<file path="src/rtl/sample_stream_tx_pkg.sv">
// sample_stream_tx_pkg: shared types and constants for the sample stream
// transmitter and the testbenches that drive it.
//   DEF_DATA_WIDTH    - default sample width (Q1.15 signed)
//   SAMPLE_WORD_WIDTH - width of a packed two-sample host word
//   tx_state_e        - transmitter frame state
//   sample_word_t     - packed host word, low half = first sample
package sample_stream_tx_pkg;

  localparam int DEF_DATA_WIDTH    = 16;
  localparam int SAMPLE_WORD_WIDTH = 2 * DEF_DATA_WIDTH;

  typedef enum logic [1:0] {
    TX_IDLE,
    TX_RUN,
    TX_DONE
  } tx_state_e;

  typedef logic [SAMPLE_WORD_WIDTH-1:0] sample_word_t;

endpackage : sample_stream_tx_pkg

</file>
<file path="src/rtl/stream_fifo.sv">
// stream_fifo: synchronous show-ahead FIFO, parameterised width and depth.
// DEPTH must be a power of two (pointers wrap naturally) and at least 2.
// Ports:
//   clk, rst_n - clock, asynchronous active-low reset (contents cleared)
//   push, din  - write request and data; ignored while full
//   pop        - remove the head word; ignored while empty
//   dout       - current head word (valid while !empty)
//   level      - number of stored words, 0..DEPTH
//   full/empty - decoded from the registered level
module stream_fifo #(
  parameter int WIDTH = 32,
  parameter int DEPTH = 16
) (
  input  logic                   clk,
  input  logic                   rst_n,
  input  logic                   push,
  input  logic                   pop,
  input  logic [WIDTH-1:0]       din,
  output logic [WIDTH-1:0]       dout,
  output logic [$clog2(DEPTH):0] level,
  output logic                   full,
  output logic                   empty
);

  localparam int AW = $clog2(DEPTH);
  localparam int LW = AW + 1;

  logic [WIDTH-1:0] mem_q [DEPTH];
  logic [WIDTH-1:0] mem_d [DEPTH];
  logic [AW-1:0]    wr_ptr_q, wr_ptr_d;
  logic [AW-1:0]    rd_ptr_q, rd_ptr_d;
  logic [LW-1:0]    level_q, level_d;
  logic             push_ok, pop_ok;

  assign full    = (level_q == LW'(DEPTH));
  assign empty   = (level_q == '0);
  assign push_ok = push && !full;
  assign pop_ok  = pop && !empty;
  assign dout    = mem_q[rd_ptr_q];
  assign level   = level_q;

  always_comb begin
    // NOTE: every output of this block is defaulted first so no path can
    // leave a signal unassigned and infer a latch.
    mem_d    = mem_q;
    wr_ptr_d = wr_ptr_q;
    rd_ptr_d = rd_ptr_q;
    level_d  = level_q;

    if (push_ok) begin
      mem_d[wr_ptr_q] = din;
      wr_ptr_d        = wr_ptr_q + 1'b1;
    end
    if (pop_ok) begin
      rd_ptr_d = rd_ptr_q + 1'b1;
    end

    // Simultaneous push and pop leave the level unchanged.
    case ({push_ok, pop_ok})
      2'b10:   level_d = level_q + 1'b1;
      2'b01:   level_d = level_q - 1'b1;
      default: level_d = level_q;
    endcase
  end

  // NOTE: state registers use non-blocking assignments so every flop samples
  // the pre-edge values regardless of block ordering.
  always_ff @(posedge clk or negedge rst_n) begin
    if (!rst_n) begin
      // NOTE: the storage array is reset as well, so stale words can never
      // reappear at dout after a reset.
      for (int i = 0; i < DEPTH; i++) begin
        mem_q[i] <= '0;
      end
      wr_ptr_q <= '0;
      rd_ptr_q <= '0;
      level_q  <= '0;
    end else begin
      mem_q    <= mem_d;
      wr_ptr_q <= wr_ptr_d;
      rd_ptr_q <= rd_ptr_d;
      level_q  <= level_d;
    end
  end

endmodule : stream_fifo

</file>
<file path="src/rtl/sample_stream_tx.sv">
// sample_stream_tx: buffers packed two-sample host words in a FIFO and
// transmits exactly FRAME_LEN signed samples per start command over a
// valid/ready stream (low half of each word first, then the high half).
// Ports:
//   clk, rst_n   - clock, asynchronous active-low reset
//   wr_en        - host write strobe; wr_data = {second, first} sample
//   wr_full      - FIFO full, writes dropped while high
//   fifo_level   - words currently buffered
//   start        - single-cycle frame start (honoured only in IDLE)
//   out_valid/out_ready/out_data/out_last - registered sample stream
//   busy         - frame in progress
//   frame_done   - one-cycle pulse after the last transfer
//   overflow     - sticky dropped-write flag, cleared by start
//   stall_cycles - saturating count of RUN cycles with out_valid low
module sample_stream_tx
  import sample_stream_tx_pkg::*;
#(
  parameter int DATA_WIDTH  = DEF_DATA_WIDTH,
  parameter int FIFO_DEPTH  = 16,
  parameter int FRAME_LEN   = 64,
  parameter int STALL_CNT_W = 16
) (
  input  logic                        clk,
  input  logic                        rst_n,
  input  logic                        wr_en,
  input  logic [2*DATA_WIDTH-1:0]     wr_data,
  output logic                        wr_full,
  output logic [$clog2(FIFO_DEPTH):0] fifo_level,
  input  logic                        start,
  output logic                        out_valid,
  input  logic                        out_ready,
  output logic [DATA_WIDTH-1:0]       out_data,
  output logic                        out_last,
  output logic                        busy,
  output logic                        frame_done,
  output logic                        overflow,
  output logic [STALL_CNT_W-1:0]      stall_cycles
);

  localparam int                CNT_W     = $clog2(FRAME_LEN + 1);
  localparam logic [CNT_W-1:0]  LAST_IDX  = CNT_W'(FRAME_LEN - 1);
  localparam logic [CNT_W-1:0]  FRAME_CNT = CNT_W'(FRAME_LEN);

  tx_state_e                 state_q, state_d;
  logic [CNT_W-1:0]          cnt_q, cnt_d;        // samples loaded this frame
  logic                      half_q, half_d;      // 0: low half next, 1: high
  logic                      out_valid_q, out_valid_d;
  logic [DATA_WIDTH-1:0]     out_data_q, out_data_d;
  logic                      out_last_q, out_last_d;
  logic                      overflow_q, overflow_d;
  logic [STALL_CNT_W-1:0]    stall_q, stall_d;

  logic [2*DATA_WIDTH-1:0]   fifo_head;
  logic                      fifo_empty, fifo_full, fifo_pop;
  logic                      start_accept, transfer, load, last_load;
  logic [CNT_W-1:0]          cnt_base;

  stream_fifo #(
    .WIDTH (2 * DATA_WIDTH),
    .DEPTH (FIFO_DEPTH)
  ) u_fifo (
    .clk   (clk),
    .rst_n (rst_n),
    .push  (wr_en),
    .pop   (fifo_pop),
    .din   (wr_data),
    .dout  (fifo_head),
    .level (fifo_level),
    .full  (fifo_full),
    .empty (fifo_empty)
  );

  always_comb begin
    state_d     = state_q;
    cnt_d       = cnt_q;
    half_d      = half_q;
    out_valid_d = out_valid_q;
    out_data_d  = out_data_q;
    out_last_d  = out_last_q;
    overflow_d  = overflow_q;
    stall_d     = stall_q;

    start_accept = (state_q == TX_IDLE) && start;
    transfer     = out_valid_q && out_ready;

    // The start cycle is already a load opportunity, counted from zero, so a
    // prefilled FIFO presents its first sample without a bubble.
    cnt_base  = start_accept ? '0 : cnt_q;
    last_load = (cnt_base == LAST_IDX);
    load      = ((state_q == TX_RUN) || start_accept) &&
                (!out_valid_q || transfer) && !fifo_empty &&
                (cnt_base != FRAME_CNT);
    // Pop on the high half, or on the final sample of an odd-length frame
    // (the unused high half of that word is discarded).
    fifo_pop  = load && (half_q || last_load);

    case (state_q)
      TX_IDLE: if (start) state_d = TX_RUN;
      TX_RUN:  if (transfer && out_last_q) state_d = TX_DONE;
      TX_DONE: state_d = TX_IDLE;
      default: state_d = TX_IDLE;
    endcase

    if (start_accept) begin
      cnt_d   = '0;
      stall_d = '0;
    end

    if (load) begin
      cnt_d       = cnt_base + 1'b1;
      half_d      = last_load ? 1'b0 : !half_q;
      out_data_d  = half_q ? fifo_head[2*DATA_WIDTH-1:DATA_WIDTH]
                           : fifo_head[DATA_WIDTH-1:0];
      out_last_d  = last_load;
      out_valid_d = 1'b1;
    end else if (transfer) begin
      out_valid_d = 1'b0;
      out_last_d  = 1'b0;
    end

    if ((state_q == TX_RUN) && !out_valid_q && (stall_q != '1)) begin
      stall_d = stall_q + 1'b1;
    end

    if (start_accept) overflow_d = 1'b0;
    if (wr_en && fifo_full) overflow_d = 1'b1;
  end

  always_ff @(posedge clk or negedge rst_n) begin
    if (!rst_n) begin
      state_q     <= TX_IDLE;
      cnt_q       <= '0;
      half_q      <= 1'b0;
      out_valid_q <= 1'b0;
      out_data_q  <= '0;
      out_last_q  <= 1'b0;
      overflow_q  <= 1'b0;
      stall_q     <= '0;
    end else begin
      state_q     <= state_d;
      cnt_q       <= cnt_d;
      half_q      <= half_d;
      out_valid_q <= out_valid_d;
      out_data_q  <= out_data_d;
      out_last_q  <= out_last_d;
      overflow_q  <= overflow_d;
      stall_q     <= stall_d;
    end
  end

  assign wr_full      = fifo_full;
  assign out_valid    = out_valid_q;
  assign out_data     = out_data_q;
  assign out_last     = out_last_q;
  assign busy         = (state_q == TX_RUN);
  assign frame_done   = (state_q == TX_DONE);
  assign overflow     = overflow_q;
  assign stall_cycles = stall_q;

endmodule : sample_stream_tx

</file>
<file path="config.mk">
export PLATFORM = sky130hd
export DESIGN_NAME = sample_stream_tx
export DESIGN_NICKNAME = d
export VERILOG_FILES = /design/src/rtl/sample_stream_tx_pkg.sv /design/src/rtl/stream_fifo.sv /design/src/rtl/sample_stream_tx.sv
export SDC_FILE = /design/constraint.sdc
export NUM_CORES = 1
export LEC_CHECK = 0
export ABC_CLOCK_PERIOD_IN_PS = 4820
export CORE_UTILIZATION = 40
export DETAILED_ROUTE_END_ITERATION = 6
export PLACE_DENSITY = 0.59
export SYNTH_ARGS = -nofsm -noshare
export SYNTH_HDL_FRONTEND = slang
export SYNTH_SLANG_ARGS = --single-unit
</file>
<file path="constraint.sdc">
create_clock -name clk -period 4.82 [get_ports clk]
set_input_delay 0.964 -clock clk [delete_from_list [all_inputs] [get_ports clk]]
set_output_delay 0.964 -clock clk [all_outputs]
set_load 0.02 [all_outputs]
</file>
**Word-level counts from Yosys, hierarchy flattened**

Index checks and enable logic that the tools add are counted.

- Bits in registers: 570

- Bitwise logic cells: 2
- Muxes and demuxes: 21
- Add/subtract/negate cells: 6
- Equality and inequality tests: 10
- $lt $le $gt $ge: 3
- Reductions and logical operators: 27

Operators by type and width:

| kind | count |
|---|---|
| $bwmux 512 | 1 |
| $bmux 32 s4 | 1 |
| $demux 32 s4 | 1 |
| $mux 32 | 3 |
| $mux 16 | 3 |
| $add 16x1->16 const B | 1 |
| $ne 16x16->1 const B | 1 |
| $mux 7 | 2 |
| $logic_and 1x1->1 | 13 |
| $ge 5x5->1 const B | 2 |
| $not 4->5 | 2 |
| $pmux 5 s2 | 1 |
| $add 4x1->4 const B | 2 |
| $reduce_bool 2->1 | 4 |
| $add 7x1->7 const B | 1 |
| $eq 7x6->1 const B | 1 |
| $ne 7x7->1 const B | 1 |
| $mux 1 | 6 |
| $add 5x1->5 const B | 1 |
| $eq 5x5->1 const B | 1 |
| $logic_not 5->1 | 1 |
| $lt 5x1->1 const B | 1 |
| $sub 5x1->5 const B | 1 |
| $eq 2x1->1 const B | 2 |
| 9 further kinds | 16 |

**Logic depth before layout (Yosys ltp)**

- Depth in word-level cells: 10
- Depth in mapped cells: 18

**Modules after synthesis**

A second synthesis with hierarchy kept.

- Cells, all modules: 1829
- Area total of the unflattened synthesis: 26656.8 um2

By module, submodules not included:

| module | sequential area each (um2) | area each (um2) | cells each | instances |
|---|---|---|---|---|
| stream_fifo | 13137.6 | 24348.4 | 1597 | 1 |
| sample_stream_tx | 1126.1 | 2308.5 | 232 | 1 |

**Least setup slack after synthesis**

Ideal clock, no wire load.

- Path type: input -> register
- From: input port start
- To: register u_fifo.level_q[4], in the netlist u_fifo.level[4]
- Arrival: 3.801 ns
- Path buffers: 1
- Path slack: 0.939 ns
- Cell stages on the path: 16
- Cell sequence: nand2_1 clkbuf_1 nand2_1 ha_1 nor4bb_1 a211oi_2 nand2_1 nor2_1 ha_1 inv_1 fa_1 nor2b_1 o21ai_0 and3_1 nor3_1 xor2_1

- Word-level cells in the longest chain between the ends: 9
- Elaborated cells on any way between the ends: 15

Ends and longest elaborated chain:

| item | RTL line | RTL |
|---|---|---|
| start, declared | sample_stream_tx.sv:29 | `input logic start,` |
| $logic_and 1x1->1 * | sample_stream_tx.sv:83 | `start_accept = (state_q == TX_IDLE) && start;` |
| branches (longest 4 deep; another with $mux 7) | - |  |
| $logic_and 1x1->1 * | sample_stream_tx.sv:95 | `fifo_pop = load && (half_q \|\| last_load);` |
| $logic_and 1x1->1 * | stream_fifo.sv:38 | `assign pop_ok = pop && !empty;` |
| named net u_fifo.pop_ok | stream_fifo.sv:33 | `logic push_ok, pop_ok;` |
| $eq 2x1->1 or $eq 2x2->1 (tied branches) | stream_fifo.sv:59 | `case ({push_ok, pop_ok})` |
| $pmux 5 s2 or $reduce_bool 2->1 (tied branches) | - |  |
| end signal, assigned | stream_fifo.sv:82 | `level_q <= level_d;` |
| end, declared | stream_fifo.sv:32 | `logic [LW-1:0] level_q, level_d;` |

Mark *: on every way through the listed nets, which the timed path passes.
A chain may end at the register's enable or synchronous reset.

**Worst setup path after layout**

Same ends and word-level chain as after synthesis.

==> metrics.cfg <==
[global_route]
grtUsageTotal_pct=20.4
global_route_overflow=0
grt_start_max_net_pins=107
global_route_wire_length_before_repair_um=104000
antenna_found_initial=5
first_global_vias=16930

[route]
post-route-drc-count=0
viasPerCell=5.57
drtAntennaViolNets=0
average_wire_per_cell_in_the_routed_design_um=23.5
drt-initial-drc-count=915
detail_route.wirelength_um=67000
dr_total_vias=15894
first_pass_iters=5

[yosys]
cell_type_with_the_highest_aggregate_area_in_the_netlist=sky130_fd_sc_hd__dfrtp_1
synth_area_um2=26500
yosys.cell_types.count=52
synthCells=1911
synth.net_count=1961
synth.top_cells.by_area=sky130_fd_sc_hd__dfrtp_1 54%, sky130_fd_sc_hd__mux2_2 21%, sky130_fd_sc_hd__mux2i_1 9.9%
ys.flop_type=sky130_fd_sc_hd__dfrtp_1
synth_edf_count=0
synth_seq_cells=570
proportion_of_register_bits_with_asynchronous_set_or_reset_after_synthesis_pct=100
syn-mean-instance-area_um2=13.9
synthDominantCellAreaShare_pct=53.8
synthesis.yosys.warnings=0
synth.yosys.seq_area_share_pct=53.8

[worst_hold_path]
min-delay-path-class=in -> async

[power_and_ir_drop]
p_leak_nw=13.5
power.net_switching_w=0.00722
power_frac_clock_pct=22.1
vdd_drop_max_v=0.000348
comb_power_share_pct=38.7
internal-power_w=0.0139
switching_share_pct=34.3
power_per_cell_area_nw_per_um2=701
power.sequential.fraction_pct=39.3

[layout]
synth_to_final_area_change_pct=13.4
postLayoutCoreUtil_pct=45.8
mostFrequentLayoutCells=569 x sky130_fd_sc_hd__dfrtp_1, 484 x sky130_fd_sc_hd__mux2_2, 263 x sky130_fd_sc_hd__mux2i_1
finalNetCount=1990
finish.instance_area_um2=30100
drive_above_1_share_pct=33.3
layout.cells.most_common=sky130_fd_sc_hd__dfrtp_1

[setup_path]
crit_required_ns=5.36
critPathKind=in -> reg
cp_max_fo=5
crit_family=simple AND/OR/NAND/NOR gates
worst-endpoint-arrival_ns=4.34
timing.critical_path.to_type=flip-flop
crit_path_start_kind=primary input
cells_along_the_critical_path=clkdlybuf4s50_1, nand2_1, nand2_1, ha_1, nor4bb_1, a211oi_2, nand2_2, nor2_1, ha_1, inv_1, fa_1, nor2b_1, o21ai_0, and3_1, nor3_1, xor2_1
critPathMaxStageDelay_ns=0.44
slowest_stage=sky130_fd_sc_hd__clkdlybuf4s50_1
crit_buf_inv=2

[status]
outcome=finished clean

[timing]
setup_tns_ns=0
worst_clock_skew_ns=0.0227
final.min_clock_period_ns=3.80
finalSetupViolations=0
fmaxAchievable_mhz=263
final.hold.worst_slack_ns=0.345
max_slew_vio_count=0
final_critical_path_setup_slack_ns=1.02
final_min_period_over_clock_period_pct=78.8
worstMarginPinSlew_ns=1.14
slew_headroom_pct=23.5
rsz0062_at_grt=no
final-hold-violation-count=0

[floorplanning]
die_y_um=259
dieWidth_um=259
fp.dieArea_um2=67300
io-pin-count=80
floorplan.core_area_um2=65600
start_util_pct=40.4
placementRows=94

[clock_network]
cts.sinks=570
tritoncts_clock_tree=built
hold_buffers=0
htree_num_levels=2
cts_buffers=60
cts_setup_buffers=0
clock-root-buffer=sky130_fd_sc_hd__clkbuf_16
cts-root-to-sink-buffers=3
clk-insertion-delay-late_ns=0.63
clk_transition_reported_paths_ns=0.06
postCtsResizedCells=0

[placement]
preCtsSetupSlack_ns=0.387
hpwl_detailed_um=38600
portBuffers=79
gp_congestion=0.755
placed_area_um2=28100

[flow_run]
max_cap_viol_count=0

-- metal layers --
metal  track usage, %  routed length [um]  up-vias  part of all wire [%]
met5                0                  22        -                 0.033
met2             35.0               33300      245                    50
met4             6.42                2020        4                   3.0
li1                 -                   -     7128                     -
met3             3.64                2460      128                   3.7
met1             26.0               29200     8389                    44
-- final cells by class --
type	count	area [um^2]
Antenna cell	3	7.51
Clock buffer	95	1850
Clock inverter	13	154
Fill cell	5834	35600
Inverter	12	45.0
Multi-Input combinational cell	1172	11400
Sequential cell	570	14300
Tap cell	864	1080
Timing Repair Buffer	124	1300
-- sequential cells by signal, indices dropped and copies added, names as in the netlist --
signal           flops
u_fifo.wr_ptr_q      4
out_data            16
u_fifo.rd_ptr_q      4
overflow             1
u_fifo.mem_q       512
u_fifo.level         5
out_valid            1
state_q              2
stall_cycles        16
cnt_q                7
out_last             1
half_q               1
-- through the flow --
step                      instances  total power, W
after detailed placement       2742          0.0166
after global routing           2851          0.0224
after CTS                      2850          0.0213
after global placement         2742          0.0163
after floorplan                1911          0.0141
final                          2853          0.0211
-- cells in the mapped netlist, types with 3 or more instances --
cell type                  count
sky130_fd_sc_hd__dfrtp_1     570
sky130_fd_sc_hd__mux2_2      484
sky130_fd_sc_hd__mux2i_1     263
sky130_fd_sc_hd__a22oi_1      64
sky130_fd_sc_hd__clkbuf_1     60
sky130_fd_sc_hd__buf_4        57
sky130_fd_sc_hd__nand2_1      44
sky130_fd_sc_hd__a22o_1       40
sky130_fd_sc_hd__a21oi_1      36
sky130_fd_sc_hd__mux2_1       36
sky130_fd_sc_hd__a221oi_1     26
sky130_fd_sc_hd__buf_2        22
sky130_fd_sc_hd__nor2_1       18
sky130_fd_sc_hd__o22ai_1      17
sky130_fd_sc_hd__nand3_1      14
sky130_fd_sc_hd__ha_1         12
sky130_fd_sc_hd__inv_1        12
sky130_fd_sc_hd__nand3_2      12
sky130_fd_sc_hd__buf_1        11
sky130_fd_sc_hd__xor2_1       11
sky130_fd_sc_hd__o41ai_1      10
sky130_fd_sc_hd__nor2b_1       8
sky130_fd_sc_hd__o21ai_0       7
sky130_fd_sc_hd__a221oi_2      6
sky130_fd_sc_hd__buf_6         6
sky130_fd_sc_hd__nand4_1       6
sky130_fd_sc_hd__nor3_1        6
sky130_fd_sc_hd__o41ai_2       6
sky130_fd_sc_hd__nand2b_1      5
sky130_fd_sc_hd__xnor2_1       5
sky130_fd_sc_hd__a31oi_1       3
sky130_fd_sc_hd__a41oi_1       3
sky130_fd_sc_hd__and2_1        3
sky130_fd_sc_hd__and3_1        3
sky130_fd_sc_hd__nor3b_1       3
sky130_fd_sc_hd__nor4_1        3
-- worst reg2reg max path, cell delays in order (launching register included) --
cell and delay (ns):
sky130_fd_sc_hd__dfrtp_1 0.44, sky130_fd_sc_hd__nor2_1 0.06, sky130_fd_sc_hd__nand2_1 0.16, sky130_fd_sc_hd__nand2_1 0.13, sky130_fd_sc_hd__ha_1 0.20, sky130_fd_sc_hd__nor4bb_1 0.13
sky130_fd_sc_hd__a211oi_2 0.37, sky130_fd_sc_hd__nand2_2 0.10, sky130_fd_sc_hd__nor2_1 0.25, sky130_fd_sc_hd__ha_1 0.28, sky130_fd_sc_hd__inv_1 0.10, sky130_fd_sc_hd__fa_1 0.41
sky130_fd_sc_hd__nor2b_1 0.12, sky130_fd_sc_hd__o21ai_0 0.11, sky130_fd_sc_hd__and3_1 0.20, sky130_fd_sc_hd__nor3_1 0.20, sky130_fd_sc_hd__xor2_1 0.16
-- logic make-up after synthesis --
| logic type | count (synthesis) | share of synthesized area (%) |
|---|---|---|
| buf+inv | 169 | 3.49 |
| flops | 570 | 53.8 |
| compound gates | 223 | 6.58 |
| fa+ha+maj | 13 | 0.642 |
| mux | 784 | 32.1 |
| xor+xnor | 16 | 0.529 |
| simple gates | 136 | 2.90 |
-- final timing paths --
check / startpoint / endpoint / slack, ns / cells past startpoint
hold reg to reg: out_data[8] / out_data[8] / 0.49 / 2
setup / recovery: start / u_fifo.level[4] / 1.02 / 16
max in group asynchronous: rst_n / u_fifo.mem_q[99] / 3.28 / 2
hold / removal: rst_n / stall_cycles[7] / 0.34 / 1
setup reg to reg: state_q[0] / u_fifo.level[4] / 1.31 / 16
min in group clk: out_data[8] / out_data[8] / 0.49 / 2
-- power by group through the flow --
stage / Combinational, W / Sequential [W] / Clock (W)
floorplan: 0.00606 / 0.00806 / 0
global placement: 0.00804 / 0.00822 / 0
detailed placement: 0.00823 / 0.00836 / 0
CTS: 0.00824 / 0.00827 / 0.00478
global route: 0.00883 / 0.00857 / 0.00499
finish: 0.00815 / 0.00828 / 0.00466
No activity file was read; power rests on OpenSTA's default activity.
